--- src/rtl/mux8w4b_rr_pkg.sv ---
// Shared widths, the output word layout and the in_data channel slicer for the 8:1 round-robin collector.
// No logic of its own.
package mux8w4b_pkg;
    localparam int CH    = 8;
    localparam int W     = 4;
    localparam int SEL_W = 3;

    typedef struct packed {
        logic [SEL_W-1:0] sel;
        logic [W-1:0]     dat;
    } out_word_t;

    function automatic logic [W-1:0] chan_slice(input logic [CH*W-1:0] bus_dat,
                                                input logic [SEL_W-1:0] idx);
        return bus_dat[W*idx +: W];
    endfunction
endpackage

--- src/rtl/mux8w4b_rr_if.sv ---
// Producer/consumer handshake bundle for mux8w4b_rr.
// Producers and the consumer drive the master side; the collector is the slave.
interface mux8w4b_rr_if;
    import mux8w4b_pkg::*;

    logic [CH-1:0]    in_valid;
    logic [CH*W-1:0]  in_data;
    logic [CH-1:0]    in_ready;
    logic             out_valid;
    logic [W-1:0]     out_data;
    logic [SEL_W-1:0] out_sel;
    logic             out_ready;

    modport master (
        output in_valid, in_data, out_ready,
        input  in_ready, out_valid, out_data, out_sel
    );

    modport slave (
        input  in_valid, in_data, out_ready,
        output in_ready, out_valid, out_data, out_sel
    );
endinterface

--- src/rtl/mux8w4b_rr_arb.sv ---
// Combinational 8-way round-robin picker: rotate requests by ptr, take the lowest set bit, rotate back.
// Zero latency; en_i low forces no grant.
module rr_arbiter8
    import mux8w4b_pkg::*;
(
    input  logic [CH-1:0]    req_i,
    input  logic [SEL_W-1:0] ptr_i,
    input  logic             en_i,
    output logic [CH-1:0]    gnt_o,
    output logic [SEL_W-1:0] gnt_idx_o,
    output logic             any_o
);
    logic [CH-1:0]    rot_req;
    logic [CH-1:0]    rot_gnt;
    logic [SEL_W-1:0] rot_idx;
    logic             found;

    always_comb begin
        rot_req = '0;
        for (int k = 0; k < CH; k++) begin
            rot_req[k] = req_i[SEL_W'(k) + ptr_i];
        end
    end

    always_comb begin
        rot_idx = '0;
        found   = 1'b0;
        for (int k = 0; k < CH; k++) begin
            if (!found && rot_req[k]) begin
                rot_idx = SEL_W'(k);
                found   = 1'b1;
            end
        end
    end

    assign rot_gnt = found ? (CH'(1) << rot_idx) : '0;

    always_comb begin
        gnt_o = '0;
        for (int k = 0; k < CH; k++) begin
            gnt_o[SEL_W'(k) + ptr_i] = en_i & rot_gnt[k];
        end
    end

    assign gnt_idx_o = rot_idx + ptr_i;
    assign any_o     = en_i & found;
endmodule

--- src/rtl/mux8w4b_rr.sv ---
// Round-robin collector of eight 4-bit producers into one registered, source-tagged output.
// Latency 1 cycle; the output word holds while out_ready is low and in_ready stays zero.
module mux8w4b_rr
    import mux8w4b_pkg::*;
(
    input  logic         clk,
    input  logic         rst,
    mux8w4b_rr_if.slave  bus
);
    logic [SEL_W-1:0] ptr_q, ptr_d;
    logic             out_vld_q, out_vld_d;
    out_word_t        word_q, word_d;

    logic             slot_free;
    logic             arb_en;
    logic             arb_any;
    logic [CH-1:0]    arb_gnt;
    logic [SEL_W-1:0] arb_idx;

    // A full slot being drained this cycle can be refilled on the same edge.
    assign slot_free = !out_vld_q || bus.out_ready;
    assign arb_en    = slot_free && !rst;

    rr_arbiter8 u_arb (
        .req_i     (bus.in_valid),
        .ptr_i     (ptr_q),
        .en_i      (arb_en),
        .gnt_o     (arb_gnt),
        .gnt_idx_o (arb_idx),
        .any_o     (arb_any)
    );

    always_comb begin
        ptr_d     = ptr_q;
        out_vld_d = out_vld_q;
        word_d    = word_q;
        if (arb_any) begin
            ptr_d      = arb_idx + SEL_W'(1);
            out_vld_d  = 1'b1;
            word_d.sel = arb_idx;
            word_d.dat = chan_slice(bus.in_data, arb_idx);
        end else if (slot_free) begin
            out_vld_d  = 1'b0;
        end
    end

    always_ff @(posedge clk or posedge rst) begin
        if (rst) begin
            ptr_q     <= '0;
            out_vld_q <= 1'b0;
            word_q    <= '0;
        end else begin
            ptr_q     <= ptr_d;
            out_vld_q <= out_vld_d;
            word_q    <= word_d;
        end
    end

    assign bus.in_ready  = arb_gnt;
    assign bus.out_valid = out_vld_q;
    assign bus.out_data  = word_q.dat;
    assign bus.out_sel   = word_q.sel;
endmodule

--- src/flat_wrapper.sv ---
// flat-port wrapper written by rule: the top's interface ports become plain ports
module mux8w4b_rr_flat import mux8w4b_pkg::*;
  (clk, rst, bus_in_valid, bus_in_data, bus_out_ready, bus_in_ready, bus_out_valid, bus_out_data, bus_out_sel);
  mux8w4b_rr_if bus_i ();
  input  logic clk;
  input  logic rst;
  input wire logic [$bits(bus_i.in_valid)-1:0] bus_in_valid;
  input wire logic [$bits(bus_i.in_data)-1:0] bus_in_data;
  input wire logic [$bits(bus_i.out_ready)-1:0] bus_out_ready;
  output wire logic [$bits(bus_i.in_ready)-1:0] bus_in_ready;
  output wire logic [$bits(bus_i.out_valid)-1:0] bus_out_valid;
  output wire logic [$bits(bus_i.out_data)-1:0] bus_out_data;
  output wire logic [$bits(bus_i.out_sel)-1:0] bus_out_sel;
  assign bus_i.in_valid = bus_in_valid;
  assign bus_i.in_data = bus_in_data;
  assign bus_i.out_ready = bus_out_ready;
  assign bus_in_ready = bus_i.in_ready;
  assign bus_out_valid = bus_i.out_valid;
  assign bus_out_data = bus_i.out_data;
  assign bus_out_sel = bus_i.out_sel;
  mux8w4b_rr u_core (.clk(clk), .rst(rst), .bus(bus_i));
endmodule
--- config.mk ---
export PLATFORM = sky130hd
export DESIGN_NAME = mux8w4b_rr_flat
export DESIGN_NICKNAME = d
export VERILOG_FILES = /design/src/rtl/mux8w4b_rr_pkg.sv /design/src/rtl/mux8w4b_rr_if.sv /design/src/rtl/mux8w4b_rr_arb.sv /design/src/rtl/mux8w4b_rr.sv /design/src/flat_wrapper.sv
export SDC_FILE = /design/constraint.sdc
export NUM_CORES = 1
export LEC_CHECK = 0
export CORE_UTILIZATION = 46
export DETAILED_ROUTE_END_ITERATION = 10
export GPL_ROUTABILITY_DRIVEN = 0
export PLACE_DENSITY = 0.75
export SETUP_SLACK_MARGIN = 0.2
export SKIP_CTS_REPAIR_TIMING = 1
export SYNTH_ARGS = -nofsm -noshare
export SYNTH_HDL_FRONTEND = slang
export SYNTH_HIERARCHICAL = 1
export SYNTH_SLANG_ARGS = --single-unit
--- constraint.sdc ---
create_clock -name clk -period 6.15 [get_ports clk]
set_clock_uncertainty 0.15 [all_clocks]
set_input_delay 0.9225 -clock clk [delete_from_list [all_inputs] [get_ports clk]]
set_output_delay 0.9225 -clock clk [all_outputs]
set_load 0.03 [all_outputs]
* Word-level counts from Yosys, hierarchy flattened *
Index checks and enable logic that the tools add are counted.
W data, S select, Z words.

storage, ports and cells
  register bits after elaboration = 11
  input bits = 43
  output and inout bits = 16
  logic and storage cells = 125

cells by class
  add/sub/neg operators = 9
  $lt $le $gt $ge = 16
  shift-type cells = 2
  multiplexer cells = 57
  bitwise gates (word level) = 10
  reductions and logical operators = 27

operators by type and width
  cell                   number
  $bwmux W8              7
  $lt A3 B4 Y1 const B   8
  $shiftx A32 B6 Y4      1
  $mux W1                27
  $bmux W1 S3            8
  $demux W1 S3           8
  $ge A3 B1 Y1 const B   8
  $mux W3                6
  $logic_and A1 B1 Y1    16
  $add A3 B3 Y3 const A  4
  $and A1 B1 Y1          9
  $logic_not A1 Y1       9
  $and A8 B8 Y8          1
  $mux W8                1
  $shl A1 B3 Y8 const A  1
  $add A2 B3 Y3 const A  2
  $add A1 B3 Y3 const A  1
  $add A3 B1 Y3 const B  1
  $add A3 B3 Y3          1
  $reduce_bool A2 Y1     1
  $logic_or A1 B1 Y1     1

* Logic depth before layout (Yosys ltp) *
  word-level depth = 35
  mapped depth = 19
  depth with buffers taken out = 14

* Cells and area by module *
The synthesis kept the hierarchy.

by module, submodules not included
  module       instances  cells an instance  area an instance (µm²)  sequential area each (µm²)
  rr_arbiter8  1          217                1725.4                  0.0
  mux8w4b_rr   1          52                 654.4                   275.3

* Least setup slack after synthesis *
Ideal clock, no wire load.

  path kind = reg2out
  start point = register u_core.ptr_q[0]
  end point = output port bus_in_ready[1]
  arrival = 3746 ps
  data required time = 5077 ps
  slack = 1332 ps
  cell stages (with the launch flop) = 14
  path buffers = 5
  path through = dfrtp_1 -> buf_6 -> buf_12 -> clkbuf_8 -> inv_1 -> clkbuf_1 -> ha_1 -> clkbuf_1 -> mux4_2 -> o32ai_4 -> nand4_4 -> o311ai_1 -> o31ai_1 -> a31oi_1

on the way
  longest elaborated chain between the ends = 35
  elaborated cells on any way between the ends = 110
  those cells by class = add/sub: 7; order compare: 16; shift: 1; mux: 55; bitwise: 9; reduce/logical: 22

ends and longest elaborated chain
  what                                                                    RTL line              RTL
  from (decl)                                                             mux8w4b_rr.sv:10      logic [SEL_W-1:0] ptr_q, ptr_d;
  from (signal assigned)                                                  mux8w4b_rr.sv:53      ptr_q <= ptr_d;
  parallel branches: the longest is 34 deep, another holds $add A1 B3 Y3  n/a
  $bwmux W8 *                                                             mux8w4b_rr_arb.sv:41  gnt_o[SEL_W'(k) + ptr_i] = en_i & rot_gnt[k];
  to (decl)                                                               flat_wrapper.sv:10    output wire logic [$bits(bus_i.in_ready)-1:0] bus_in_ready;

Mark *: on every way between the ends. The select of a mux whose other input is x is not followed.

* Final worst setup path *
Ends and elaborated chain as after synthesis.

==> flow_summary.json <==
{
  "clk_pin_slew_ps": 50,
  "syn_to_final_growth_pct": 25.4,
  "period_minus_slack_ps": 5700,
  "synth_fp_nets": 321,
  "clk_latency_ps": 240,
  "use_met2_pct": 41.8,
  "clockBufferDepth": 2,
  "setup_viol": 0,
  "design.core.area_um2": 4850,
  "r2r_slack_ps": 810,
  "grt_max_degree": 39,
  "drtPass1Iterations": 5,
  "grt_usage_pct": 26.3,
  "status": "finished, final reports clean",
  "final.period_utilization_pct": 92.7,
  "grt_use_met1_pct": 39.7,
  "ys_seq_area_share_pct": 11.6,
  "n_antenna_cell": 0,
  "place_inst": 378,
  "path_class": "reg -> out",
  "dp_hpwl_um": 5360,
  "n_fill_cell": 421,
  "antenna_found_initial": 0,
  "viasPerCell": 6.49,
  "r2r_cells": 12,
  "crit_slowest_cell": "xnor2_1",
  "worst_pin_slew_ps": 955,
  "synth_top_area_share_pct": 11.6,
  "initial_core_util_pct": 49.1,
  "final_area_um2": 2980,
  "grt_pass1_vias": 2224,
  "drive_above_1_share_pct": 12.7,
  "cp_max_fo": 16,
  "worstHoldStart": "u_core/bus.out_sel[0]",
  "clock_sinks": 11,
  "holdPathStages": 1,
  "final_common_cell": "clkdlybuf4s50_1",
  "gr-usage-met3_pct": 2.06,
  "drtIter0Drc": 292,
  "synthDistinctLibCells": 65,
  "die_w_um": 73.9,
  "drv_slew": 0,
  "synth-seq-cells": 11,
  "crit_required_ps": 5080,
  "num_rows": 25,
  "cts_buffers": 3,
  "die_h_um": 73.9,
  "cp_data_arrival_time_ps": 4630,
  "async_reset_ff_share_pct": 100,
  "syn-mean-instance-area_um2": 8.85,
  "grt_setup_unrepaired": "false",
  "hold_violations": 0,
  "antenna_left": 0,
  "synth_ff_type": "dfrtp_1",
  "cts.htree.levels": 1,
  "synth_area_leaders": "dfrtp_1, mux4_2, mux2i_1, mux4_1, ha_1",
  "holdPathEnd": "u_core/bus.out_sel[0]",
  "busiest_layer": "met2",
  "drc_errors": 0,
  "timing.rr.end": "u_core/bus.out_data[3]",
  "hold_ws_ps": 354,
  "clockRootBuffer": "clkbuf_8",
  "die_area_um2": 5460,
  "cap_violations": 0,
  "fin_setup_tns_ps": 0,
  "routedWlPerCell_um": 18.5,
  "worst_path_largest_cell_delay_ps": 760,
  "cts_tree": "yes",
  "grt_pass1_wl_um": 11100,
  "finalNetCount": 368,
  "yosys_warnings": 6,
  "hp-class": "reg -> reg",
  "worstSetupStartpointType": "flip-flop",
  "netlist_instances": 269,
  "vias": 2479,
  "place_area_um2": 2940,
  "max_clock_freq_mhz": 175,
  "wl_um": 7060,
  "io_pins": 59,
  "crit_chain": "ha_1, xnor2_1, mux4_1, nor2_1, nand4_4, o311ai_1, o31ai_1, a31oi_1, clkdlybuf4s50_1",
  "crit_family": "XOR/XNOR gates",
  "grt-ovfl-total": 0,
  "final_cell_mix": "clkdlybuf4s50_1, nor2_1, mux2i_1",
  "slew_headroom_pct": 35.9,
  "synth_area_um2": 2380,
  "path_buf_inv": 1,
  "final_cells": 382,
  "worst_setup_path_end_kind": "primary output",
  "reg2reg_from": "u_core/ptr_q[0]",
  "portBuffers": 58,
  "synth_edf_count": 0,
  "synth_largest_area_cell": "dfrtp_1"
}
## cell type report
class	count	area, um^2	share of cell area, %
clock buffers	3	41.3	1.38
clock inverters	1	5.00	0.168
inverters	12	45.0	1.51
multi-input cells	226	1920	64.4
flip-flops and latches	11	275	9.22
well taps	67	83.8	2.81
repair buffers	62	611	20.5
## worst max path at each step
| stage | from | to | slack, ps | cells past startpoint |
|---|---|---|---|---|
| 2_1_floorplan | u_core/ptr_q[0] | bus_in_ready[1] | 1330 | 13 |
| 3_3_place_gp | u_core/ptr_q[0] | bus_in_ready[1] | 730 | 9 |
| 3_5_place_dp | bus_in_valid[5] | bus_in_ready[1] | 740 | 9 |
| 4_1_cts | u_core/ptr_q[0] | bus_in_ready[1] | 480 | 9 |
| 5_1_grt | u_core/ptr_q[0] | bus_in_ready[1] | 210 | 9 |
| 6_report | u_core/ptr_q[0] | bus_in_ready[1] | 450 | 9 |
## per-stage QoR
stage	worst slack (ps)	utilization, %
detailed placement	743	60.6
CTS	485	61.5
finish	452	61.5
floorplan	1330	-
global placement	731	60.6
global route	215	61.5
## Yosys cell counts (7+ instances only)
cell type	n
a211oi_1	9
a21oi_1	12
clkbuf_1	11
dfrtp_1	11
ha_1	8
inv_1	12
mux2i_1	17
mux4_2	8
nand2_1	14
nand2b_1	7
nor2_1	20
nor3_1	13
o21ai_0	10
o22ai_1	7
## state kept, by name, summed over array words and instances, names as in the netlist
register / flops
u_core/bus.out_data: 4
u_core/bus.out_sel: 3
u_core/ptr_q: 3
u_core/bus.out_valid: 1
## cell families (layout without fill, tap and decap cells)
kind of cell | Yosys count | in the layout | synth area share (%)
buf+inv | 32 | 78 | 7.62
compound gates | 84 | 84 | 27.4
mux | 41 | 41 | 26.7
simple gates | 87 | 87 | 19.5
fa+ha+maj | 9 | 9 | 5.05
flops | 11 | 11 | 11.6
xor+xnor | 5 | 5 | 2.16
## routing by layer
| layer | vias up | part of all wire (%) |
|---|---|---|
| met2 | 104 | 49 |
| met5 | - | 0 |
| met4 | 0 | 0.64 |
| met1 | 1196 | 46 |
| li1 | 1171 | - |
| met3 | 8 | 4.7 |
## worst reg2reg max path: cells and delay by family, from the launching register on
| family | cells | cell delay (ps) |
|---|---|---|
| compound gates | 3 | 840 |
| xor+xnor | 3 | 1410 |
| flops | 1 | 630 |
| fa+ha+maj | 3 | 1040 |
| simple gates | 2 | 460 |
| mux | 1 | 750 |
Power is not shown: default switching activity piles up to over one toggle a cycle in this logic, so the estimate is an artifact.
